File: src/rtl/sys_ctrl.sv
// sys_ctrl: byte-serial command sequencer between UART RX, register file,
// 16-bit ALU and UART TX FIFO.
// Optional feature macro: SYS_CTRL_ALU_CLK_GATE_EN. When defined, CLK_GATE_EN
// pulses only while the FSM is in ALU_RUN. When undefined, CLK_GATE_EN is held
// at 1 after reset, and result capture timing is the same.
module sys_ctrl #(
    parameter int unsigned DATA_W = 8,
    parameter int unsigned ADDR_W = 4
) (
    input  logic              CLK,
    input  logic              RST,
    input  logic [DATA_W-1:0] RX_P_DATA,
    input  logic              RX_D_VLD,
    output logic [ADDR_W-1:0] RF_Address,
    output logic              RF_WrEn,
    output logic              RF_RdEn,
    output logic [DATA_W-1:0] RF_WrData,
    input  logic [DATA_W-1:0] RF_RdData,
    input  logic              RF_RdData_Valid,
    output logic [3:0]        ALU_FUN,
    input  logic [15:0]       ALU_OUT,
    output logic              CLK_GATE_EN,
    output logic [DATA_W-1:0] TX_P_DATA,
    output logic              TX_D_VLD,
    input  logic              FIFO_FULL
);

    localparam int unsigned ALU_W = 16;
    localparam int unsigned FUN_W = 4;

    localparam logic [DATA_W-1:0] CMD_WR     = DATA_W'(8'hAA);
    localparam logic [DATA_W-1:0] CMD_RD     = DATA_W'(8'hBB);
    localparam logic [DATA_W-1:0] CMD_ALU_OP = DATA_W'(8'hCC);
    localparam logic [DATA_W-1:0] CMD_ALU    = DATA_W'(8'hDD);

    typedef enum logic [3:0] {
        IDLE,
        WR_ADDR,
        WR_DATA,
        RD_ADDR,
        RD_WAIT,
        OP_A,
        OP_B,
        FUN,
        ALU_RUN,
        ALU_CAPT,
        TX_LO,
        TX_HI
    } state_t;

    state_t              state, state_nxt;
    logic [ADDR_W-1:0]   wr_addr_q, wr_addr_nxt;
    logic [ALU_W-1:0]    res_q, res_nxt;
    logic                single_q, single_nxt;

    logic [ADDR_W-1:0]   addr_nxt;
    logic                wren_nxt;
    logic                rden_nxt;
    logic [DATA_W-1:0]   wrdata_nxt;
    logic [FUN_W-1:0]    fun_nxt;
    logic                gate_nxt;
    logic [DATA_W-1:0]   txdata_nxt;
    logic                txvld_nxt;

    // Next-state and next-output decode
    always_comb begin
        state_nxt   = state;
        wr_addr_nxt = wr_addr_q;
        res_nxt     = res_q;
        single_nxt  = single_q;
        addr_nxt    = RF_Address;
        wren_nxt    = 1'b0;
        rden_nxt    = 1'b0;
        wrdata_nxt  = RF_WrData;
        fun_nxt     = ALU_FUN;
        txdata_nxt  = TX_P_DATA;
        txvld_nxt   = 1'b0;
`ifdef SYS_CTRL_ALU_CLK_GATE_EN
        gate_nxt    = 1'b0;
`else
        gate_nxt    = 1'b1;
`endif

        case (state)
            IDLE: begin
                if (RX_D_VLD) begin
                    case (RX_P_DATA)
                        CMD_WR:     state_nxt = WR_ADDR;
                        CMD_RD:     state_nxt = RD_ADDR;
                        CMD_ALU_OP: state_nxt = OP_A;
                        CMD_ALU:    state_nxt = FUN;
                        default:    state_nxt = IDLE;
                    endcase
                end
            end
            WR_ADDR: begin
                if (RX_D_VLD) begin
                    wr_addr_nxt = ADDR_W'(RX_P_DATA);
                    state_nxt   = WR_DATA;
                end
            end
            WR_DATA: begin
                if (RX_D_VLD) begin
                    wren_nxt   = 1'b1;
                    addr_nxt   = wr_addr_q;
                    wrdata_nxt = RX_P_DATA;
                    state_nxt  = IDLE;
                end
            end
            RD_ADDR: begin
                if (RX_D_VLD) begin
                    rden_nxt  = 1'b1;
                    addr_nxt  = ADDR_W'(RX_P_DATA);
                    state_nxt = RD_WAIT;
                end
            end
            RD_WAIT: begin
                if (RF_RdData_Valid) begin
                    res_nxt    = ALU_W'(RF_RdData);
                    single_nxt = 1'b1;
                    state_nxt  = TX_LO;
                end
            end
            OP_A: begin
                if (RX_D_VLD) begin
                    wren_nxt   = 1'b1;
                    addr_nxt   = ADDR_W'(0);
                    wrdata_nxt = RX_P_DATA;
                    state_nxt  = OP_B;
                end
            end
            OP_B: begin
                if (RX_D_VLD) begin
                    wren_nxt   = 1'b1;
                    addr_nxt   = ADDR_W'(1);
                    wrdata_nxt = RX_P_DATA;
                    state_nxt  = FUN;
                end
            end
            FUN: begin
                if (RX_D_VLD) begin
                    fun_nxt   = FUN_W'(RX_P_DATA);
                    state_nxt = ALU_RUN;
`ifdef SYS_CTRL_ALU_CLK_GATE_EN
                    gate_nxt  = 1'b1;
`endif
                end
            end
            ALU_RUN: begin
                state_nxt = ALU_CAPT;
            end
            ALU_CAPT: begin
                res_nxt    = ALU_OUT;
                single_nxt = 1'b0;
                state_nxt  = TX_LO;
            end
            TX_LO: begin
                if (!FIFO_FULL) begin
                    txvld_nxt  = 1'b1;
                    txdata_nxt = DATA_W'(res_q);
                    state_nxt  = single_q ? IDLE : TX_HI;
                end
            end
            TX_HI: begin
                if (!FIFO_FULL) begin
                    txvld_nxt  = 1'b1;
                    txdata_nxt = DATA_W'(res_q >> DATA_W);
                    state_nxt  = IDLE;
                end
            end
            default: state_nxt = IDLE;
        endcase
    end

    // State, working registers and registered outputs
    always_ff @(posedge CLK or posedge RST) begin
        if (RST) begin
            state       <= IDLE;
            wr_addr_q   <= '0;
            res_q       <= '0;
            single_q    <= 1'b0;
            RF_Address  <= '0;
            RF_WrEn     <= 1'b0;
            RF_RdEn     <= 1'b0;
            RF_WrData   <= '0;
            ALU_FUN     <= '0;
            CLK_GATE_EN <= 1'b0;
            TX_P_DATA   <= '0;
            TX_D_VLD    <= 1'b0;
        end else begin
            state       <= state_nxt;
            wr_addr_q   <= wr_addr_nxt;
            res_q       <= res_nxt;
            single_q    <= single_nxt;
            RF_Address  <= addr_nxt;
            RF_WrEn     <= wren_nxt;
            RF_RdEn     <= rden_nxt;
            RF_WrData   <= wrdata_nxt;
            ALU_FUN     <= fun_nxt;
            CLK_GATE_EN <= gate_nxt;
            TX_P_DATA   <= txdata_nxt;
            TX_D_VLD    <= txvld_nxt;
        end
    end

endmodule

File: config.mk
export PLATFORM = sky130hd
export DESIGN_NAME = sys_ctrl
export DESIGN_NICKNAME = d
export VERILOG_FILES = /design/src/rtl/sys_ctrl.sv
export SDC_FILE = /design/constraint.sdc
export NUM_CORES = 1
export LEC_CHECK = 0
export ABC_AREA = 1
export BUFFER_PORTS_ARGS = -buffer_cell sky130_fd_sc_hd__buf_4
export CAP_MARGIN = 20
export CORE_MARGIN = 2
export CORE_UTILIZATION = 56
export DETAILED_ROUTE_END_ITERATION = 6
export PLACE_DENSITY = 0.82
export RECOVER_POWER = 50
export SETUP_SLACK_MARGIN = 0.02
export SYNTH_ARGS = -nofsm -noshare
export SYNTH_HDL_FRONTEND = slang
export SYNTH_SLANG_ARGS = --single-unit
File: constraint.sdc
create_clock -name CLK -period 3.1 [get_ports CLK]
set_input_delay 0.62 -clock CLK [delete_from_list [all_inputs] [get_ports CLK]]
set_output_delay 0.62 -clock CLK [all_outputs]
set_load 0.1 [all_outputs]
Word-level counts from Yosys, hierarchy flattened
Index checks and enable logic that the tools add are counted.
{ "word_totals": {"ram_bits": 0, "mem_bits_ro": 0, "register_bits": 53, "mem_count": 0, "latch_bits": 0} }
{ "classes": {"n_reduce_logical": 13, "n_lt_le_gt_ge": 0, "addsub": 0, "shifts": 0, "mux": 29, "bitwise": 0, "multipliers": 0, "n_eq_ne": 25, "n_div": 0} }
{ "op_table": {"columns": ["op", "count"], "rows": [
  ["$mux 4", 14],
  ["$pmux 4 s12", 1],
  ["$eq 8x8->1 const B", 4],
  ["$pmux 16 s2", 1],
  ["$ne 2x2->1 const B", 10],
  ["$eq 4x3->1 const B", 4],
  ["$eq 4x4->1 const B", 4],
  ["$mux 16", 1],
  ["$mux 8", 2],
  ["$pmux 4 s4", 1],
  ["$pmux 8 s2", 1],
  ["$pmux 3 s4", 1],
  ["$reduce_and 10->1", 1],
  ["$eq 4x2->1 const B", 2],
  ["$reduce_and 2->1", 4],
  ["$mux 1", 6],
  ["$reduce_and 5->1", 1],
  ["$eq 4x1->1 const B", 1],
  ["$logic_not 4->1", 1],
  ["$reduce_bool 2->1", 2],
  ["$reduce_bool 4->1", 1],
  ["$reduce_and 3->1", 1],
  ["$reduce_or 3->1", 1],
  ["$pmux 1 s2", 1],
  ["$reduce_or 2->1", 1]
]} }

Depth between registers and ports, before layout
{ "depth": {"ltp_word": 4, "ltp_mapped": 11, "depth_no_buf": 9} }

Least setup slack after synthesis
Ideal clock, no wire load.
{ "synth_timing": {"path_kind": "register -> output", "startpoint": "reg RF_Address[0]", "endpoint": "out RF_Address[0]", "n_path_buf": 0, "path_stages_with_launch": 1, "t_arrival_ps": 898, "slack_ps": 1582, "path_cell_list": "dfrtp_1"} }
{ "synth_lines": {"columns": ["element", "line", "text"], "rows": [
  ["start: declaration", "14", "output logic [ADDR_W-1:0] RF_Address,"],
  ["start signal: assignment", "195", "RF_Address <= addr_nxt;"]
]} }
No word-level cell between the ends.

Worst setup path after layout
{ "layout_timing": {"startpoint": "reg RF_WrData[0]", "endpoint": "out RF_WrData[0]"} }
{ "layout_lines": {"columns": ["element", "line", "text"], "rows": [
  ["start: declaration", "17", "output logic [DATA_W-1:0] RF_WrData,"],
  ["start signal: assignment", "198", "RF_WrData <= wrdata_nxt;"]
]} }
No word-level cell between the ends.

==> reports/qor.yml <==
status: "finished, final reports clean"
rr_endpoint: "res_q[7]$_DFFE_PP0P_"
cts_inserted_buffers: 5
seqPwrFrac: 0.393
regToRegStartpoint: "state[1]$_DFFE_PP0P_"
synth.top_cell.area_share: 0.5354
routed_wl_um: 6030
grt_pass1_vias: 2197
worstMarginPinSlew_ps: 1181
rsz0062_at_grt: "false"
antenna_left: 0
grt_antenna_before_repair: 0
crit_chain: "clkbuf_1"
cts-hold-fix-buffers: 0
yosys.area_share.simple: 0.2975
drt_iter0_markers: 252
max_stage_delay_ps: 880
drc: 0
start_util: 0.5769
fin_skew_ps: 3.355
core_area_um2: 4294
syn_nets: 348
grt-ovfl-total: 0
via_per_inst: 5.362
insertion_delay_ps: 310
port_buffers: 64
syn2layout_area_growth_pct: 21.97
clk_pin_slew_ps: 90
dpl.hpwl_um: 4469
start_kind: "register"
synth_most_common_cell: "nand2_1"
drv_slew: 0
critPathBufInv: 1
synth-seq-cells: 53
hp-start: "RF_Address[3]$_DFFE_PP0P_"
diodes: 0
crit_slowest_cell: "clkbuf_1"
post_cts_buffers: 0
ys.warnings.count: 0
ys_top_cells_by_count: "102 x nand2_1, 53 x dfrtp_1, 34 x nand3_1, 31 x o21ai_0, 25 x nor2_1"
crit_family: "buffers and inverters"
hp-class: "reg2reg"
netlist_instances: 311
drv_cap: 0
ir_drop_uv: 740.4
synth_xor_area_frac: 0
min_period_over_period: 0.6970
powerDensity_nw_per_um2: 870.6
yosys.area.top_type: "dfrtp_1"
die-area_um2: 4972
comb_power_share: 0.458
cp.arrival_ps: 1540
max_freq_mhz: 462.8
p_switching_mw: 1.302
cts_resized: 0
syn_avg_cell_area_um2: 7.966
power_mw: 2.631
cp.required_ps: 2480
synth-seq-area-share: 0.5354
synthMuxAreaShare: 0
synth_edf_count: 0
synth_compound_area_frac: 0.1152
swShare: 0.4950
ys.flop_type: "dfrtp_1"
cts_sinks: 53
die_w_um: 70.51
vias: 2279
synthAdderAreaFrac: 0
die_y_um: 70.51
reg2reg_depth: 5
internal_power_mw: 1.328
gp_congestion: 0.9038
synth_area_leaders: "dfrtp_1 54%, nand2_1 15%, nand3_1 6.9%"
setup-violations-final: 0
finalHoldViolations: 0
async_flop_share: 1.000
period_needed_ps: 2161
h-tree-depth: 2
grt_max_degree: 29
firstDrtPassIters: 4
finalSetupTns_ps: 0
ios: 65
placementRows: 24
hold-path-cell-count: 2
syn_area_um2: 2477
synth_top_family_by_area: "simple AND/OR/NAND/NOR gates"
synth_cell_types: 22
grt_pass1_wl_um: 10160
clkPwrFrac: 0.149
rrSetupSlack_ps: 1160
slew_headroom: 0.2159
p_leak_nw: 1.661
grtUsageTotal: 0.2607
endpoint_kind: "output pin"
hold_slack_ps: 481.8
critPathMaxFanout: 2
layout-drive-gt1-share: 0.1877
path_class: "reg2out"
clockBufferDepth: 2
holdPathEnd: "RF_Address[3]$_DFFE_PP0P_"
cts_root_buf: "clkbuf_8"
finalNetCount: 410
wl_per_cell_um: 14.19
cts_tree: "yes"
sequential cells by signal (all words and copies together) (netlist names):
register / flops
res_q: 16
RF_WrData: 8
TX_P_DATA: 8
ALU_FUN: 4
RF_Address: 4
state: 4
wr_addr_q: 4
CLK_GATE_EN: 1
RF_RdEn: 1
RF_WrEn: 1
TX_D_VLD: 1
single_q: 1
cells in the final DEF, fill, tap and decap left out, drive strengths merged:
master | Yosys | routed
inv | 20 | 20
nand2 | 106 | 106
nand4 | 1 | 1
a21oi | 10 | 10
nand3b | 1 | 1
o21ai | 37 | 37
clkbuf | 3 | 20
a31oi | 8 | 8
nor2 | 29 | 29
or2 | 1 | 1
nand3 | 34 | 34
dfrtp | 53 | 53
buf | 7 | 52
conb | 1 | 1
cell type report:
| type | count | area, um2 |
|---|---|---|
| multi-input combinational | 228 | 1026 |
| tap | 52 | 65.06 |
| clock buffer | 7 | 86.33 |
| timing repair buffer | 65 | 442.9 |
| fill | 376 | 1272 |
| sequential | 53 | 1326 |
| inverter | 20 | 75.07 |
metal layers:
| layer | track usage | wire length, um |
|---|---|---|
| met2 | 0.4413 | 3091 |
| met3 | 0.04762 | 282 |
| met5 | 0 | 0 |
| met4 | 0.07906 | 85 |
| met1 | 0.3432 | 2570 |
worst max path at each step:
stage	from	to	slack, ps	cells after the start
CTS	state[1]$_DFFE_PP0P_	res_q[5]$_DFFE_PP0P_	1190	5
floorplan	RST	ALU_FUN[0]$_DFFE_PP0P_	1190	1
finish	RF_WrData[0]$_DFFE_PP0P_	RF_WrData[0]	940	1
global placement	state[1]$_DFFE_PP0P_	res_q[6]$_DFFE_PP0P_	1190	5
global route	RF_WrData[0]$_DFFE_PP0P_	RF_WrData[0]	900	1
detailed placement	state[1]$_DFFE_PP0P_	res_q[5]$_DFFE_PP0P_	1230	5
per-stage QoR:
step	utilization	setup WS, ps	std cells	instance area [um2]
2_1_floorplan	-	1194	311	2477
3_3_place_gp	0.6941	1188	418	2980
3_5_place_dp	0.6941	1225	418	2980
4_1_cts	0.7142	1192	425	3067
5_1_grt	0.7037	902.9	425	3022
6_report	0.7037	939.4	425	3022
worst register-to-register path, delay by kind of cell, from the launching register on:
| kind | cells | cell delay, ps |
|---|---|---|
| AND/OR/NAND/NOR | 4 | 1240 |
| flip-flops | 1 | 500 |
| AO/OA/AOI/OAI | 1 | 140 |
kinds of logic (layout without fill, tap and decap cells):
group	count (synthesis)	count (layout)
simple gates	172	172
compound gates	55	55
flops	53	53
buf+inv	30	92
other cells	1	1
power by group through the flow:
| stage | Clock, mW | Combinational (mW) | Sequential [mW] |
|---|---|---|---|
| detailed placement | 0 | 1.25 | 1.05 |
| global route | 0.422 | 1.27 | 1.06 |
| floorplan | 0 | 0.270 | 1.72 |
| global placement | 0 | 1.24 | 1.04 |
| CTS | 0.396 | 1.25 | 1.03 |
| finish | 0.392 | 1.20 | 1.03 |
Note: power is estimated with default switching activity, not from simulation.
